[src/rtl/ifu_pc_pkg.sv]
// Shared definitions for the ifu_pc program-counter stage: next-PC op encodings,
// default address map and the helper that decides whether an op redirects fetch.
package ifu_pc_pkg;

    typedef enum logic [2:0] {
        NPC_SEQ    = 3'd0,
        NPC_BRANCH = 3'd1,
        NPC_JUMP   = 3'd2,
        NPC_JREG   = 3'd3
    } npc_op_e;

    localparam logic [31:0] RESET_PC_DEF = 32'h0000_3000;
    localparam int unsigned IM_WORDS_DEF = 4096;

    // Encodings 4-7 fall through to the sequential path and never redirect.
    function automatic logic is_redirect(input logic [2:0] op, input logic br_cond);
        logic taken;
        taken = 1'b0;
        case (op)
            NPC_BRANCH:         taken = br_cond;
            NPC_JUMP, NPC_JREG: taken = 1'b1;
            default:            taken = 1'b0;
        endcase
        return taken;
    endfunction

endpackage

[src/rtl/ifu_pc_if.sv]
// Control/status bundle between the decode side and the ifu_pc stage.
// The master drives the next-PC controls; the slave (ifu_pc) returns the fetch address and status.
interface ifu_pc_if;

    logic        en;
    logic [2:0]  npc_op;
    logic        br_cond;
    logic [15:0] imm16;
    logic [25:0] imm26;
    logic [31:0] ra_val;
    logic [31:0] pc;
    logic [31:0] pc_plus4;
    logic [31:0] pc_plus8;
    logic        addr_err;
    logic [31:0] fetch_count;

    modport master (
        output en, npc_op, br_cond, imm16, imm26, ra_val,
        input  pc, pc_plus4, pc_plus8, addr_err, fetch_count
    );

    modport slave (
        input  en, npc_op, br_cond, imm16, imm26, ra_val,
        output pc, pc_plus4, pc_plus8, addr_err, fetch_count
    );

endinterface

[src/rtl/ifu_pc_npc_calc.sv]
// Combinational next-PC target select and legality check against the
// instruction-memory window [RESET_PC, RESET_PC + 4*IM_WORDS).
module npc_calc
    import ifu_pc_pkg::*;
#(
    parameter logic [31:0] RESET_PC = RESET_PC_DEF,
    parameter int unsigned IM_WORDS = IM_WORDS_DEF
) (
    input  logic [31:0] pc,
    input  logic [2:0]  npc_op,
    input  logic        br_cond,
    input  logic [15:0] imm16,
    input  logic [25:0] imm26,
    input  logic [31:0] ra_val,
    output logic [31:0] target,
    output logic        illegal
);

    // One extra bit so a window ending exactly at 2^32 does not wrap to zero.
    localparam logic [32:0] PC_LIMIT = {1'b0, RESET_PC} + 33'(4 * IM_WORDS);

    logic [31:0] seq;
    logic [31:0] br_off;

    assign seq    = pc + 32'd4;
    assign br_off = {{14{imm16[15]}}, imm16, 2'b00};

    // NOTE: give every always_comb output a default first so no path can infer a latch.
    always_comb begin
        target = seq;
        case (npc_op)
            NPC_BRANCH: if (br_cond) target = seq + br_off;
            NPC_JUMP:   target = {seq[31:28], imm26, 2'b00};
            NPC_JREG:   target = ra_val;
            default:    target = seq;
        endcase
    end

    assign illegal = (target[1:0] != 2'b00)
                   || (target < RESET_PC)
                   || ({1'b0, target} >= PC_LIMIT);

endmodule

[src/rtl/ifu_pc.sv]
// Program-counter stage feeding instruction memory: holds pc, the sticky addr_err
// halt flag and the fetch counter. Define DELAY_SLOT_EN for a MIPS branch delay slot.
module ifu_pc
    import ifu_pc_pkg::*;
#(
    parameter logic [31:0] RESET_PC = RESET_PC_DEF,
    parameter int unsigned IM_WORDS = IM_WORDS_DEF
) (
    input  logic   clk,
    input  logic   reset,
    ifu_pc_if.slave bus
);

    logic [31:0] pc_q, pc_d;
    logic        addr_err_q, addr_err_d;
    logic [31:0] fetch_count_q, fetch_count_d;
    logic [31:0] target;
    logic        illegal;

    npc_calc #(
        .RESET_PC (RESET_PC),
        .IM_WORDS (IM_WORDS)
    ) u_npc_calc (
        .pc      (pc_q),
        .npc_op  (bus.npc_op),
        .br_cond (bus.br_cond),
        .imm16   (bus.imm16),
        .imm26   (bus.imm26),
        .ra_val  (bus.ra_val),
        .target  (target),
        .illegal (illegal)
    );

`ifdef DELAY_SLOT_EN
    logic        pending_valid_q, pending_valid_d;
    logic [31:0] pending_target_q, pending_target_d;

    // The edge after a taken redirect ignores the presented op and lands on the queued target.
    always_comb begin
        pc_d             = pc_q;
        addr_err_d       = addr_err_q;
        fetch_count_d    = fetch_count_q;
        pending_valid_d  = pending_valid_q;
        pending_target_d = pending_target_q;
        if (bus.en && !addr_err_q) begin
            if (pending_valid_q) begin
                pc_d            = pending_target_q;
                pending_valid_d = 1'b0;
                fetch_count_d   = fetch_count_q + 32'd1;
            end else if (illegal) begin
                addr_err_d = 1'b1;
            end else if (is_redirect(bus.npc_op, bus.br_cond)) begin
                pc_d             = pc_q + 32'd4;
                pending_target_d = target;
                pending_valid_d  = 1'b1;
                fetch_count_d    = fetch_count_q + 32'd1;
            end else begin
                pc_d          = target;
                fetch_count_d = fetch_count_q + 32'd1;
            end
        end
    end

    always_ff @(posedge clk or posedge reset) begin
        if (reset) begin
            pending_valid_q  <= 1'b0;
            pending_target_q <= 32'd0;
        end else begin
            pending_valid_q  <= pending_valid_d;
            pending_target_q <= pending_target_d;
        end
    end
`else
    always_comb begin
        pc_d          = pc_q;
        addr_err_d    = addr_err_q;
        fetch_count_d = fetch_count_q;
        if (bus.en && !addr_err_q) begin
            if (illegal) begin
                addr_err_d = 1'b1;
            end else begin
                pc_d          = target;
                fetch_count_d = fetch_count_q + 32'd1;
            end
        end
    end
`endif

    // NOTE: sequential state uses non-blocking assignments so every flop samples pre-edge values.
    always_ff @(posedge clk or posedge reset) begin
        if (reset) begin
            pc_q          <= RESET_PC;
            addr_err_q    <= 1'b0;
            fetch_count_q <= 32'd0;
        end else begin
            pc_q          <= pc_d;
            addr_err_q    <= addr_err_d;
            fetch_count_q <= fetch_count_d;
        end
    end

    assign bus.pc          = pc_q;
    assign bus.pc_plus4    = pc_q + 32'd4;
    assign bus.pc_plus8    = pc_q + 32'd8;
    assign bus.addr_err    = addr_err_q;
    assign bus.fetch_count = fetch_count_q;

endmodule
[src/flat_wrapper.sv]
// flat-port wrapper written by rule: the top's interface ports become plain ports
module ifu_pc_flat import ifu_pc_pkg::*;
#(
    parameter logic [31:0] RESET_PC = RESET_PC_DEF,
    parameter int unsigned IM_WORDS = IM_WORDS_DEF
)
  (clk, reset, bus_en, bus_npc_op, bus_br_cond, bus_imm16, bus_imm26, bus_ra_val, bus_pc, bus_pc_plus4, bus_pc_plus8, bus_addr_err, bus_fetch_count);
  ifu_pc_if bus_i ();
  input  logic clk;
  input  logic reset;
  input wire logic [$bits(bus_i.en)-1:0] bus_en;
  input wire logic [$bits(bus_i.npc_op)-1:0] bus_npc_op;
  input wire logic [$bits(bus_i.br_cond)-1:0] bus_br_cond;
  input wire logic [$bits(bus_i.imm16)-1:0] bus_imm16;
  input wire logic [$bits(bus_i.imm26)-1:0] bus_imm26;
  input wire logic [$bits(bus_i.ra_val)-1:0] bus_ra_val;
  output wire logic [$bits(bus_i.pc)-1:0] bus_pc;
  output wire logic [$bits(bus_i.pc_plus4)-1:0] bus_pc_plus4;
  output wire logic [$bits(bus_i.pc_plus8)-1:0] bus_pc_plus8;
  output wire logic [$bits(bus_i.addr_err)-1:0] bus_addr_err;
  output wire logic [$bits(bus_i.fetch_count)-1:0] bus_fetch_count;
  assign bus_i.en = bus_en;
  assign bus_i.npc_op = bus_npc_op;
  assign bus_i.br_cond = bus_br_cond;
  assign bus_i.imm16 = bus_imm16;
  assign bus_i.imm26 = bus_imm26;
  assign bus_i.ra_val = bus_ra_val;
  assign bus_pc = bus_i.pc;
  assign bus_pc_plus4 = bus_i.pc_plus4;
  assign bus_pc_plus8 = bus_i.pc_plus8;
  assign bus_addr_err = bus_i.addr_err;
  assign bus_fetch_count = bus_i.fetch_count;
  ifu_pc #(.RESET_PC(RESET_PC), .IM_WORDS(IM_WORDS)) u_core (.clk(clk), .reset(reset), .bus(bus_i));
endmodule
[config.mk]
export PLATFORM = sky130hd
export DESIGN_NAME = ifu_pc_flat
export DESIGN_NICKNAME = d
export VERILOG_FILES = /design/src/rtl/ifu_pc_pkg.sv /design/src/rtl/ifu_pc_if.sv /design/src/rtl/ifu_pc_npc_calc.sv /design/src/rtl/ifu_pc.sv /design/src/flat_wrapper.sv
export SDC_FILE = /design/constraint.sdc
export NUM_CORES = 1
export LEC_CHECK = 0
export CORE_MARGIN = 4
export CORE_UTILIZATION = 40
export CTS_BUF_LIST = sky130_fd_sc_hd__clkbuf_4 sky130_fd_sc_hd__clkbuf_8 sky130_fd_sc_hd__clkbuf_16
export CTS_CLUSTER_DIAMETER = 80
export DETAILED_ROUTE_END_ITERATION = 10
export PLACE_DENSITY_LB_ADDON = 0.08
export RECOVER_POWER = 100
export SKIP_LAST_GASP = 1
export SLEW_MARGIN = 20
export SYNTH_ARGS = -nofsm -noshare
export SYNTH_HDL_FRONTEND = slang
export SYNTH_SLANG_ARGS = --single-unit
export TNS_END_PERCENT = 1
[constraint.sdc]
create_clock -name clk -period 5.3 [get_ports clk]
set_input_delay 1.06 -clock clk [delete_from_list [all_inputs] [get_ports clk]]
set_output_delay 1.06 -clock clk [all_outputs]
set_load 0.02 [all_outputs]
# [Yosys cells after proc, flatten, opt, wreduce, memory -nomap -nowiden]
# Cells that the tools add are included.
# W data, S select, Z words.
[totals] mem_count=0 elab_cells=22 out_inout_bits=129 mem_bits_ro=0 input_bits=81 mem_bits_rw=0 regBits=65 latchBits=0
[classes] n_addsub=4 magnitude_cmp=2 n_eq_ne=3 n_mul=0 n_mux=2 n_bitwise=1 div=0 n_reduce_logical=7 shift=0
[op_table] operator="$pmux W32 S3" count=1
[op_table] operator="$add A32 B1 Y32 const B" count=1
[op_table] operator="$add A32 B3 Y32 const B" count=1
[op_table] operator="$add A32 B32 Y32" count=1
[op_table] operator="$add A32 B4 Y32 const B" count=1
[op_table] operator="$ge A32 B15 Y1 const B" count=1
[op_table] operator="$lt A32 B14 Y1 const B" count=1
[op_table] operator="$mux W32" count=1
[op_table] operator="$eq A3 B2 Y1 const B" count=2
[op_table] operator="$reduce_and A2 Y1" count=2
[op_table] operator="$eq A3 B1 Y1 const B" count=1
[op_table] operator="$logic_or A1 B1 Y1" count=2
[op_table] operator="$reduce_bool A2 Y1" count=1
[op_table] operator="$logic_and A1 B1 Y1" count=1
[op_table] operator="$logic_not A1 Y1" count=1
[op_table] operator="$not A1 Y1" count=1

# [Depth between registers and ports, before layout]
[depth] depth_word=9 mapped_depth=21 depth_no_buf=18

# [By module]
# A second synthesis with hierarchy kept.
[hier_totals] cells_unflattened=1022 hier_area_um2=7607.3
[modules_own_cells] module="ifu_pc" cells_per_inst=436 area_each_um2=3941.3 n_inst=1 seq_area_each_um2=1629.1
[modules_own_cells] module="npc_calc" cells_per_inst=586 area_each_um2=3666.0 n_inst=1 seq_area_each_um2=0.0

# [Worst setup path after synthesis]
# No wires, ideal clock.
[synth_timing] path_kind="reg-to-reg" startpoint="register u_core.pc_q[3] (netlist: u_core.bus.pc[3])" endpoint="register u_core.fetch_count_q[18] (netlist: u_core.bus.fetch_count[18])" n_path_buf=2 arrival_time_ps=5137 setup_slack_ps=83 path_stages_with_launch=20 setup_time_ps=80 path_cell_list="dfrtp_1 -> ha_1 -> nand3_2 -> or4_1 -> buf_2 -> o31a_1 -> or2_2 -> ha_1 -> nand2_1 -> nor4_1 -> nand2_1 -> or3b_2 -> o22a_1 -> nand3_1 -> nand4_1 -> nor4_1 -> nand3_4 -> buf_6 -> nor4_2 -> xor2_1"
[synth_between] elab_chain_cells=9
[synth_rtl] item="from (decl)" line_no="ifu_pc.sv:14" rtl="logic [31:0] pc_q, pc_d;"
[synth_rtl] item="from (signal assigned)" line_no="ifu_pc.sv:96" rtl="pc_q <= pc_d;"
[synth_rtl] item="$add A32 B3 Y32 (*)"
[synth_rtl] item="via bus_pc_plus4[26]" line_no="flat_wrapper.sv:18" rtl="output wire logic [$bits(bus_i.pc_plus4)-1:0] bus_pc_plus4;"
[synth_rtl] item="$add A32 B32 Y32" line_no="ifu_pc_npc_calc.sv:32" rtl="NPC_BRANCH: if (br_cond) target = seq + br_off;"
[synth_rtl] item="$mux W32" line_no="ifu_pc_npc_calc.sv:32"
[synth_rtl] item="$pmux W32 S3 (*)" line_no="ifu_pc_npc_calc.sv:31" rtl="case (npc_op)"
[synth_rtl] item="$lt A32 B14 Y1" line_no="ifu_pc_npc_calc.sv:40" rtl="|| (target < RESET_PC)"
[synth_rtl] item="$logic_or A1 B1 Y1" line_no="ifu_pc_npc_calc.sv:40"
[synth_rtl] item="$logic_or A1 B1 Y1 (*)" line_no="ifu_pc_npc_calc.sv:41" rtl="|| ({1'b0, target} >= PC_LIMIT);"
[synth_rtl] item="$not A1 Y1 (no source line) (*)"
[synth_rtl] item="$reduce_and A2 Y1 (no source line) (*)"
[synth_rtl] item="to (signal assigned)" line_no="ifu_pc.sv:98" rtl="fetch_count_q <= fetch_count_d;"
[synth_rtl] item="to (decl)" line_no="ifu_pc.sv:16" rtl="logic [31:0] fetch_count_q, fetch_count_d;"
# The timed path passes the listed nets; every way through them passes the cells marked *.
# A chain may end at the register's enable or synchronous reset.

# [Final worst setup path]
[layout_timing] startpoint="register u_core.pc_q[3] (netlist: u_core.bus.pc[3])" endpoint="register u_core.fetch_count_q[21] (netlist: u_core.bus.fetch_count[21])"
[layout_between] elab_chain_cells=9
[layout_rtl] item="$add A32 B3 Y32 (*)" line_no="ifu_pc_npc_calc.sv:25" rtl="assign seq = pc + 32'd4;"
[layout_rtl] item="$add A32 B32 Y32" line_no="ifu_pc_npc_calc.sv:32"
[layout_rtl] item="$mux W32" line_no="ifu_pc_npc_calc.sv:32"
[layout_rtl] item="$pmux W32 S3 (*)" line_no="ifu_pc_npc_calc.sv:31"
[layout_rtl] item="$lt A32 B14 Y1" line_no="ifu_pc_npc_calc.sv:40"
[layout_rtl] item="$logic_or A1 B1 Y1" line_no="ifu_pc_npc_calc.sv:40"
[layout_rtl] item="$logic_or A1 B1 Y1 (*)" line_no="ifu_pc_npc_calc.sv:41"
[layout_rtl] item="$not A1 Y1 (no source line) (*)"
[layout_rtl] item="$reduce_and A2 Y1 (no source line) (*)"
# Every way passes the cells marked *; elsewhere a longest branch is shown, timed or not.

==> flow_summary.toml <==
[status]
status = "complete, but fails checks"
violations = "max-capacitance violations, max-slew violations"

[route]
vias = 8183
dr.pass1.iters = 6
routed_via_density = 5.71
drt_iter0_drc = 593
detail-route-antenna-nets = 0
wl_mm = 28.9
post_drt_wl_per_cell_um = 20.2
post-route-drc-count = 0

[die]
core_area_um2 = 17500
die_y_um = 142
io-pin-count = 210
initial_core_util_pct = 41.3
fp.dieW_um = 142
die-area_um2 = 20300
rows = 48

[placement]
dp_hpwl_mm = 23.7
place.gp.congestion = 1.04
place_area_um2 = 10100
post-place-cells = 1415
io_buffer_count = 209

[cts]
numCtsBuffers = 9
cts_buffer_depth = 2
clkSinkCount = 65
root_buffer = "clkbuf_16"
clock_latency_ns = 0.33
cts_tree = "yes"
ctsHoldBuffers = 0
h-tree-depth = 3
clk_pin_slew_ns = 0.06

[synthesis]
yosys.area_share.simple_pct = 29.5
synth_top_family_by_area = "simple AND/OR/NAND/NOR gates"
syn_nets = 1061
ys.flop_type = "dfrtp_1"
ys_warn_count = 0
synthArstFlopShare_pct = 100
synth_compound_area_share_pct = 20.1
synth-seq-cells = 65
synthCells = 943
synthMuxAreaShare_pct = 4.14
avgSynthCellArea_um2 = 7.65
synthAdderAreaFrac_pct = 6.52
synth_seq_area_share_pct = 22.6
netlist_area_um2 = 7220
synth_edf_count = 0
synth_xor_area_share_pct = 12.1
synth_cell_types = 75

[sta]
setup_tns_ns = 0
fin_skew_ns = 0.00640
layout_min_cycle_time_ns = 5.12
fin_crit_sh_pct = 96.7
final_hold_viol_count = 0
slew_viol_final = 44
max_clock_freq_ghz = 0.195
setup_viol_count_final = 0
slew_headroom_pct = -57.4
holdWs_ns = 0.466
rsz0062_at_grt = "true"
worst_pin_slew_ns = 2.36

[layout]
register_area_um2 = 1630
instances_no_fill = 1433
num-fill-cells = 1618
nets = 1321
multi_input_area_um2 = 5330
fin_area_um2 = 10500
drive_gt1_share_pct = 14.7
area_growth_pct = 45.6
diodes = 0

[global_route]
grt_pass1_wl_mm = 43.8
antenna_found_initial = 0
grt.total_usage_pct = 27.4
grt_pass1_vias = 7904
grt_max_degree = 44
grt_overflow = 0

[pwr]
cellPowerDensity_nw_per_um2 = 132
p_leak_nw = 4.60
max-vdd-ir-drop_mv = 0.183

[worst_hold_path]
hold_path_class = "reg2reg"

[critical_path]
cp-end-kind = "flop"
cp.arrival_ns = 5.38
r2r_slack_ns = 0.18
critPathMaxFanout = 20
worstPathRequired_ns = 5.55
start_kind = "flop"
worst-setup-path-type = "reg2reg"

[run]
drv_cap = 1
[stage by stage]
step | total power [W] | worst slack, ns | utilization, %
3_3_place_gp | 0.000790 | -0.0755 | 57.7
5_1_grt | 0.00144 | -0.0843 | 60.1
6_report | 0.00139 | 0.177 | 60.1
4_1_cts | 0.00139 | 0.0636 | 59.6
2_1_floorplan | 0.000652 | 0.0828 | -
3_5_place_dp | 0.000789 | -0.114 | 57.7
[worst max-delay path: stages (launching register included)]
cell	delay [ns]
dfrtp_1	0.35
buf_4	0.14
ha_2	0.22
nand3_1	0.17
nor3_1	0.23
buf_4	0.17
nand3_1	0.09
xnor2_1	0.35
ha_1	0.38
nand2_1	0.20
o21ai_0	0.21
a31o_2	0.32
a21oi_1	0.16
nand4_1	0.13
or4_1	0.53
nor4b_1	0.32
and4_2	0.32
nand3_4	0.10
buf_12	0.17
nor4b_2	0.30
xor2_1	0.17
[sequential cells by signal, summed over array words and instances, names as in the netlist]
name / flops
u_core.bus.addr_err: 1
u_core.bus.fetch_count: 32
u_core.bus.pc: 32
[final cells by class]
cell class / instances / area share (%)
Inverter: 23 / 0.822
Clock buffer: 9 / 2.14
Multi-Input combinational cell: 796 / 50.7
Tap cell: 225 / 2.68
Sequential cell: 65 / 15.5
Timing Repair Buffer: 308 / 27.4
Clock inverter: 7 / 0.738
[power by group]
part / internal, W / switching, W
clock: 0.000369 / 0.000232
combinational: 0.000136 / 0.000153
sequential: 0.000497 / 0.0000000418
total: 0.00100 / 0.000386
[cell usage after synthesis, types with 4 or more instances]
| master | n | area (um2) |
|---|---|---|
| nand2b_1 | 7 | 43.8 |
| nand2_1 | 110 | 413 |
| buf_4 | 9 | 67.6 |
| nor2_1 | 81 | 304 |
| and4_1 | 8 | 70.1 |
| a21oi_1 | 62 | 310 |
| and3_1 | 13 | 81.3 |
| or2_2 | 5 | 31.3 |
| a22oi_1 | 4 | 30.0 |
| nand3_1 | 36 | 180 |
| nor2b_1 | 8 | 50.1 |
| a21o_1 | 13 | 97.6 |
| o211ai_1 | 9 | 67.6 |
| nor3_1 | 29 | 145 |
| nor3b_1 | 5 | 37.5 |
| ha_1 | 36 | 450 |
| inv_1 | 23 | 86.3 |
| a222oi_1 | 7 | 70.1 |
| a21boi_0 | 4 | 30.0 |
| or4_1 | 4 | 30.0 |
| or3b_2 | 4 | 35.0 |
| a211oi_1 | 19 | 143 |
| nor4_1 | 17 | 106 |
| and2_1 | 25 | 156 |
| xor2_1 | 55 | 482 |
| buf_2 | 8 | 40.0 |
| nand3b_1 | 5 | 37.5 |
| o21ai_0 | 54 | 270 |
| a31oi_1 | 5 | 31.3 |
| clkbuf_1 | 38 | 143 |
| or3_1 | 8 | 50.1 |
| mux2i_1 | 13 | 130 |
| dfrtp_1 | 63 | 1580 |
| xnor2_1 | 45 | 394 |
| mux2_2 | 15 | 169 |
| o311ai_0 | 4 | 35.0 |
| nand4_1 | 25 | 156 |
[worst paths after layout]
check,to,cells past startpoint,from
worst max-delay path,u_core.bus.fetch_count[21]$_DFFE_PP0P_,20,u_core.bus.pc[3]$_DFFE_PP0P_
worst min-delay path,u_core.bus.fetch_count[31]$_DFFE_PP0P_,1,u_core.bus.fetch_count[31]$_DFFE_PP0P_
worst max register to register,u_core.bus.fetch_count[21]$_DFFE_PP0P_,20,u_core.bus.pc[3]$_DFFE_PP0P_
worst min register to register,u_core.bus.fetch_count[31]$_DFFE_PP0P_,1,u_core.bus.fetch_count[31]$_DFFE_PP0P_
max in group asynchronous,u_core.bus.pc[4]$_DFFE_PP0P_,3,reset
min in group asynchronous,u_core.bus.fetch_count[9]$_DFFE_PP0P_,2,reset
[per-layer routing]
metal	vias up	wire, um	GRT usage [%]
met5	-	0	0
li1	3955	-	-
met3	28	2200	5.34
met2	350	13500	45.6
met4	0	495	5.45
met1	3850	12800	37.4
[what timing repair did]
item / in CTS / in global routing
pin swaps: 0 / 2
setup buffers: 0 / 2
setup endpoints to repair: 27 / 58
gates resized for setup: 4 / 20
[logic make-up after synthesis]
| group | count (synthesis) |
|---|---|
| flip-flops | 65 |
| AND/OR/NAND/NOR | 407 |
| multiplexers | 28 |
| AO/OA/AOI/OAI | 224 |
| XOR/XNOR | 100 |
| buffers and inverters | 82 |
| adder cells (fa/ha/maj) | 37 |
[layout by cell type, fill, tap and decap left out, types with 4 or more instances in the layout]
cell type and count:
a211oi_1 18, a21boi_0 4, a21o_1 13, a21oi_1 61, a222oi_1 7, a22oi_1 4
a31oi_1 4, and2_1 25, and3_1 12, and4_1 7, buf_12 4, buf_4 94
clkbuf_16 9, clkdlybuf4s50_1 173, dfrtp_1 62, dlygate4sd3_1 35, ha_1 34, inv_1 23
mux2_2 15, mux2i_1 13, nand2_1 109, nand2b_1 7, nand3_1 35, nand3b_1 5
nand4_1 25, nor2_1 81, nor2b_1 8, nor3_1 28, nor3b_1 5, nor4_1 13
nor4_2 5, o211ai_1 9, o21ai_0 52, or2_2 5, or3_1 8, or3b_2 4
xnor2_1 45, xor2_1 52
(Power assumes the default switching activity.)
